$ cat src/rtl/spi_slave_if.sv
`default_nettype none
// ============================================================================
// Module  : spi_slave_if
// Brief   : CPU-side holding/receive registers plus SPI pins of spi_slave.
// Revision: 1.0  initial release
// ============================================================================
interface spi_slave_if;
   logic        wide;
   logic [31:0] txData;
   logic        txLoad;
   logic        txEmpty;
   logic [31:0] rxData;
   logic        rxValid;
   logic        rxAck;
   logic        overrun;
   logic        busy;
   logic        SCLK;
   logic        MOSI;
   logic        SSn;
   logic        MISO;

   modport slave (
      input  wide, txData, txLoad, rxAck, SCLK, MOSI, SSn,
      output txEmpty, rxData, rxValid, overrun, busy, MISO
   );

   modport master (
      output wide, txData, txLoad, rxAck, SCLK, MOSI, SSn,
      input  txEmpty, rxData, rxValid, overrun, busy, MISO
   );
endinterface
`default_nettype wire

$ cat src/rtl/spi_slave.sv
`default_nettype none
// ============================================================================
// Module  : spi_slave
// Brief   : Mode-0 SPI target, byte or 32-bit word (LSByte first, MSbit first),
//           pins oversampled in clk. Optional macro: SPI_SLAVE_OVERRUN_EN.
// Revision: 1.0  initial release
// ============================================================================
module spi_slave (
   input  wire logic   clk,
   input  wire logic   rst,
   spi_slave_if.slave  bus
);
   typedef enum logic [1:0] {
      WAITIDLE = 2'd0,
      IDLE     = 2'd1,
      SHIFT    = 2'd2
   } state_t;

   state_t      r_state;
   // [0],[1] synchroniser, [2] history
   logic [2:0]  r_sclk_sync;
   logic [2:0]  r_mosi_sync;
   logic [2:0]  r_ssn_sync;
   logic        r_rise;
   logic        r_fall;
   logic        r_ss_fall;

   logic [4:0]  r_bit_k;
   logic        r_wide;
   logic [31:0] r_hold;
   logic [31:0] r_tx_sh;
   logic [31:0] r_rx_sh;
   logic        r_tx_empty;
   logic [31:0] r_rx_data;
   logic        r_rx_valid;
   logic        r_overrun;
   logic        r_miso;

   logic [4:0]  w_last;
   logic [4:0]  w_idx;
   logic [4:0]  w_next_k;
   logic [4:0]  w_next_idx;
   logic [31:0] w_start_tx;
   logic [31:0] w_rx_next;
   logic        w_word_start;
   logic        w_complete;

   always_ff @(posedge clk) begin
      if (rst) begin
         r_sclk_sync <= 3'b000;
         r_mosi_sync <= 3'b000;
         // SSn chain resets to "selected" so WAITIDLE only leaves on a real high
         r_ssn_sync  <= 3'b000;
         r_rise      <= 1'b0;
         r_fall      <= 1'b0;
         r_ss_fall   <= 1'b0;
      end else begin
         r_sclk_sync <= {r_sclk_sync[1:0], bus.SCLK};
         r_mosi_sync <= {r_mosi_sync[1:0], bus.MOSI};
         r_ssn_sync  <= {r_ssn_sync[1:0], bus.SSn};
         r_rise      <= r_sclk_sync[1] & ~r_sclk_sync[2];
         r_fall      <= ~r_sclk_sync[1] & r_sclk_sync[2];
         r_ss_fall   <= ~r_ssn_sync[1] & r_ssn_sync[2];
      end
   end

   // Serial bit k lands on word bit {k[4:3], ~k[2:0]}
   assign w_last     = r_wide ? 5'd31 : 5'd7;
   assign w_idx      = {r_bit_k[4:3], ~r_bit_k[2:0]};
   assign w_next_k   = r_bit_k + 5'd1;
   assign w_next_idx = {w_next_k[4:3], ~w_next_k[2:0]};
   assign w_start_tx = r_tx_empty ? 32'hFFFF_FFFF : r_hold;

   always_comb begin
      w_rx_next        = r_rx_sh;
      w_rx_next[w_idx] = r_mosi_sync[2];
   end

   always_comb begin
      w_word_start = 1'b0;
      w_complete   = 1'b0;
      case (r_state)
         IDLE:  w_word_start = r_ss_fall;
         SHIFT: begin
            if (!r_ssn_sync[1]) begin
               w_word_start = r_fall && (r_bit_k == w_last);
               w_complete   = r_rise && (r_bit_k == w_last);
            end
         end
         default: ;
      endcase
   end

   always_ff @(posedge clk) begin
      if (rst) begin
         r_state    <= WAITIDLE;
         r_bit_k    <= 5'd0;
         r_wide     <= 1'b0;
         r_hold     <= 32'd0;
         r_tx_sh    <= 32'hFFFF_FFFF;
         r_rx_sh    <= 32'd0;
         r_tx_empty <= 1'b1;
         r_rx_data  <= 32'd0;
         r_rx_valid <= 1'b0;
         r_overrun  <= 1'b0;
         r_miso     <= 1'b1;
      end else begin
         case (r_state)
            WAITIDLE: begin
               r_miso <= 1'b1;
               if (r_ssn_sync[1]) r_state <= IDLE;
            end
            IDLE: begin
               r_miso <= 1'b1;
               if (r_ss_fall) r_state <= SHIFT;
            end
            SHIFT: begin
               if (r_ssn_sync[1]) begin
                  r_state <= IDLE;
                  r_miso  <= 1'b1;
               end else begin
                  if (r_rise) r_rx_sh <= w_rx_next;
                  if (r_fall && (r_bit_k != w_last)) begin
                     r_bit_k <= w_next_k;
                     r_miso  <= r_tx_sh[w_next_idx];
                  end
               end
            end
            default: r_state <= WAITIDLE;
         endcase

         if (w_word_start) begin
            r_bit_k    <= 5'd0;
            r_wide     <= bus.wide;
            r_tx_sh    <= w_start_tx;
            r_miso     <= w_start_tx[7];
            r_rx_sh    <= 32'd0;
            r_tx_empty <= 1'b1;
         end

         // A load in the same cycle as a word start refills the holding register
         if (bus.txLoad) begin
            r_hold     <= bus.txData;
            r_tx_empty <= 1'b0;
         end

         if (w_complete)
            r_rx_data <= r_wide ? w_rx_next : {24'd0, w_rx_next[7:0]};

         if (bus.rxAck)  r_rx_valid <= 1'b0;
         if (w_complete) r_rx_valid <= 1'b1;

`ifdef SPI_SLAVE_OVERRUN_EN
         if (bus.rxAck && r_overrun) r_overrun <= 1'b0;
         if (w_complete && r_rx_valid && !bus.rxAck) r_overrun <= 1'b1;
`else
         r_overrun <= 1'b0;
`endif
      end
   end

   assign bus.txEmpty = r_tx_empty;
   assign bus.rxData  = r_rx_data;
   assign bus.rxValid = r_rx_valid;
   assign bus.overrun = r_overrun;
   assign bus.busy    = (r_state == SHIFT);
   assign bus.MISO    = r_miso;

endmodule
`default_nettype wire

$ cat src/flat_wrapper.sv
// flat-port wrapper written by rule: the top's interface ports become plain ports
module spi_slave_flat 
  (clk, rst, bus_wide, bus_txData, bus_txLoad, bus_rxAck, bus_SCLK, bus_MOSI, bus_SSn, bus_txEmpty, bus_rxData, bus_rxValid, bus_overrun, bus_busy, bus_MISO);
  spi_slave_if bus_i ();
  input  wire logic clk;
  input  wire logic rst;
  input wire logic [$bits(bus_i.wide)-1:0] bus_wide;
  input wire logic [$bits(bus_i.txData)-1:0] bus_txData;
  input wire logic [$bits(bus_i.txLoad)-1:0] bus_txLoad;
  input wire logic [$bits(bus_i.rxAck)-1:0] bus_rxAck;
  input wire logic [$bits(bus_i.SCLK)-1:0] bus_SCLK;
  input wire logic [$bits(bus_i.MOSI)-1:0] bus_MOSI;
  input wire logic [$bits(bus_i.SSn)-1:0] bus_SSn;
  output wire logic [$bits(bus_i.txEmpty)-1:0] bus_txEmpty;
  output wire logic [$bits(bus_i.rxData)-1:0] bus_rxData;
  output wire logic [$bits(bus_i.rxValid)-1:0] bus_rxValid;
  output wire logic [$bits(bus_i.overrun)-1:0] bus_overrun;
  output wire logic [$bits(bus_i.busy)-1:0] bus_busy;
  output wire logic [$bits(bus_i.MISO)-1:0] bus_MISO;
  assign bus_i.wide = bus_wide;
  assign bus_i.txData = bus_txData;
  assign bus_i.txLoad = bus_txLoad;
  assign bus_i.rxAck = bus_rxAck;
  assign bus_i.SCLK = bus_SCLK;
  assign bus_i.MOSI = bus_MOSI;
  assign bus_i.SSn = bus_SSn;
  assign bus_txEmpty = bus_i.txEmpty;
  assign bus_rxData = bus_i.rxData;
  assign bus_rxValid = bus_i.rxValid;
  assign bus_overrun = bus_i.overrun;
  assign bus_busy = bus_i.busy;
  assign bus_MISO = bus_i.MISO;
  spi_slave u_core (.clk(clk), .rst(rst), .bus(bus_i));
endmodule
$ cat config.mk
export PLATFORM = sky130hd
export DESIGN_NAME = spi_slave_flat
export DESIGN_NICKNAME = d
export VERILOG_FILES = /design/src/rtl/spi_slave_if.sv /design/src/rtl/spi_slave.sv /design/src/flat_wrapper.sv
export SDC_FILE = /design/constraint.sdc
export NUM_CORES = 1
export LEC_CHECK = 0
export BUFFER_PORTS_ARGS = -buffer_cell sky130_fd_sc_hd__buf_4
export CORE_MARGIN = 1.5
export CORE_UTILIZATION = 58
export DETAILED_ROUTE_END_ITERATION = 8
export PLACE_DENSITY = 0.8
export RECOVER_POWER = 50
export SYNTH_ARGS = -nofsm -noshare
export SYNTH_HDL_FRONTEND = slang
export SYNTH_SLANG_ARGS = --single-unit
$ cat constraint.sdc
create_clock -name clk -period 3.2 [get_ports clk]
set_input_delay 0.64 -clock clk [delete_from_list [all_inputs] [get_ports clk]]
set_output_delay 0.64 -clock clk [all_outputs]
set_load 0.01 [all_outputs]
==> results.py <==
metrics = {
    "timing": {
        "fin_crit_ps": 2930,
        "max-slew-margin-rel_pct": -10.2,
        "setup_viol": 0,
        "finalHoldViolCount": 0,
        "tns_ps": 0,
        "tightest_slew_ps": 1650,
        "rsz0062_at_grt": "no",
        "drv_slew": 82,
        "min_period_over_period_pct": 91.7,
        "skew_ps": 19.4,
        "fmax_ghz": 0.341,
    },
    "synth": {
        "synthMuxAreaShare_pct": 15.6,
        "yosysTopAreaCell": "dfxtp_1",
        "async_flop_share_pct": 0,
        "synth.distinct_cells": 42,
        "synth_ff_type": "dfxtp_1",
        "synth-seq-cells": 151,
        "yosys_warnings": 0,
        "ys_top_cells_by_area": "dfxtp_1, mux2i_1, nand2_1",
        "syn-cell-area_sq_um": 6340,
        "synthMostInstantiatedCell": "dfxtp_1",
        "synth-simple-area-share_pct": 18.3,
        "synthCells": 687,
        "synth_edf_count": 0,
        "syn_nets": 735,
        "avgSynthCellArea_sq_um": 9.22,
        "synthAdderAreaFrac_pct": 1.58,
        "synth_xor_area_share_pct": 1.09,
        "synth_top_family_by_area": "simple AND/OR/NAND/NOR gates",
        "seq_area_frac_synth_pct": 47.7,
        "synth_commonest_cells": "dfxtp_1, nand2_1, nor2_1",
        "synth_compound_area_share_pct": 11.4,
        "synth_top_area_share_pct": 47.7,
    },
    "clocking": {
        "numCtsBuffers": 17,
        "ctsRootBufferMaster": "clkbuf_8",
        "insertion_delay_ps": 540,
        "ctsHoldBuffers": 0,
        "post-cts-setup-buffers": 0,
        "cts_tree": "yes",
        "clk_pin_slew_ps": 60,
        "cts_max_level": 4,
        "cts_resized": 0,
        "cts_buffer_depth": 2,
        "cts.sinks": 151,
    },
    "placement": {
        "place_inst": 848,
        "place.gp.congestion": 0.831,
        "port_buffers": 75,
        "hpwl_mm": 8.74,
    },
    "routing": {
        "wl_per_cell_um": 15.8,
        "vias": 5027,
        "drt-total-wl_mm": 13.9,
        "antenna_left": 0,
        "drc": 0,
        "dr.pass1.iters": 7,
        "drt_iter0_drc": 349,
        "viasPerCell": 5.71,
    },
    "grt": {
        "grt.overflow.total": 0,
        "grt_first_pass_wirelength_mm": 23.0,
        "grt_pass1_vias": 4706,
        "grt_max_degree": 82,
        "grt_usage_pct": 25.4,
        "antenna_found_initial": 0,
    },
    "setup_path": {
        "cp.arrival_ps": 3350,
        "endpoint_kind": "flop",
        "crit_chain": "inv_1 > ha_1 > nor2b_1 > and2_1 > buf_4 > nor2b_2 > clkbuf_2 > nand3_1 > a21oi_1",
        "crit_type": "flop to flop",
        "worstPathMaxFanout": 38,
        "cp-start-kind": "flop",
        "worst_path_max_delay_cell": "clkbuf_2",
        "cp_data_required_time_ps": 3620,
        "slowest_delay_ps": 600,
    },
    "power_and_ir_drop": {
        "p_leak_uw": 0.00286,
        "peakVddDrop_mv": 0.393,
        "powerDensity_nw_per_um2": 544,
    },
    "status": {
        "violations": "capacitance limit, slew limit",
        "status": "complete, but fails checks",
    },
    "cells_and_area": {
        "fill_cells": 809,
        "finalNonFillerCells": 880,
        "antenna_cells": 0,
        "area_growth_pct": 15.9,
        "fin_nets": 779,
        "multiInputGateArea_sq_um": 3050,
        "drive_above_1_share_pct": 15.7,
        "regArea_sq_um": 3020,
    },
    "die": {
        "dieWidth_um": 108,
        "die_area_sq_um": 11600,
        "chipHeight_um": 108,
        "coreArea_sq_um": 10500,
        "pin_count": 77,
        "start_util_pct": 60.6,
        "rows": 37,
    },
    "job": {
        "cap_violations": 1,
    },
    "hold_path": {
        "hp-class": "input pin to flop",
    },
}
## stage by stage
step	utilization [%]	setup slack (ps)	area, sq um	hold WS (ps)	power (uW)
5_1_grt	70.2	17.5	7350	304	4130
3_5_place_dp	66.1	344	6920	405	2110
3_3_place_gp	66.1	457	6920	394	2110
2_1_floorplan	-	807	6340	383	2050
6_report	70.2	266	7350	313	4000
4_1_cts	71.7	310	7500	295	4030
## worst max-delay path: cells and delay by family, from the launching register on
| kind | cells | cell delay (ps) |
|---|---|---|
| compound gates | 1 | 220 |
| fa+ha+maj | 1 | 180 |
| buf+inv | 3 | 920 |
| flops | 1 | 350 |
| simple gates | 4 | 1130 |
## state kept, by name, summed over array words and instances, names as in the netlist, 2 cells and up
| signal | count |
|---|---|
| u_core.bus.rxData | 32 |
| u_core.r_bit_k | 5 |
| u_core.r_hold | 32 |
| u_core.r_mosi_sync | 3 |
| u_core.r_rx_sh | 32 |
| u_core.r_sclk_sync | 3 |
| u_core.r_ssn_sync | 3 |
| u_core.r_state | 2 |
| u_core.r_tx_sh | 32 |
## final timing paths
| check | start | cells after the start | endpoint | slack (ps) |
|---|---|---|---|---|
| setup / recovery | u_core.r_state[0] | 9 | u_core.bus.rxData[22] | 270 |
| hold / removal | bus_SCLK | 2 | u_core.r_sclk_sync[0] | 310 |
| setup reg to reg | u_core.r_state[0] | 9 | u_core.bus.rxData[22] | 270 |
| hold reg to reg | u_core.r_sclk_sync[1] | 1 | u_core.r_fall | 410 |
## cells by family (layout without fill, tap and decap cells)
kind of cell | count (synthesis) | after routing
AND/OR/NAND/NOR | 260 | 260
AO/OA/AOI/OAI | 106 | 106
buffers and inverters | 68 | 125
flip-flops | 151 | 151
XOR/XNOR | 7 | 7
adder cells (fa/ha/maj) | 8 | 8
multiplexers | 86 | 86
other | 1 | 1
## cell type report
class | count | area share [%]
inverter | 6 | 0.307
clock inverter | 13 | 1.98
multi-input combinational | 468 | 41.5
sequential | 151 | 41.2
tap | 136 | 2.32
timing repair buffer | 87 | 6.86
clock buffer | 19 | 5.88
## layout by cell type (no fill, tap or decap), types with 8 or more instances in the layout
cell type	n
a21oi_1	41
nand3_1	47
mux2_2	22
mux2i_1	56
o22a_1	31
dfxtp_1	151
nor2_1	77
mux4_2	8
buf_4	46
o21ai_0	9
nor2b_1	13
nand2_1	91
clkbuf_16	16
a211oi_1	8
clkbuf_1	38
ha_1	8
## power by group
part | internal [uW] | switching (uW) | total [uW]
registers | 1910 | 20.7 | 1930
clock network | 1140 | 789 | 1930
logic | 65.8 | 75.3 | 141
total | 3110 | 885 | 4000
## layer usage
metal  share of wire, %  track usage (%)
met5                  0                0
met4                1.8             9.02
met3                5.6             6.90
met2                 48             41.7
met1                 45             32.3
No activity file was read; power rests on OpenSTA's default activity.
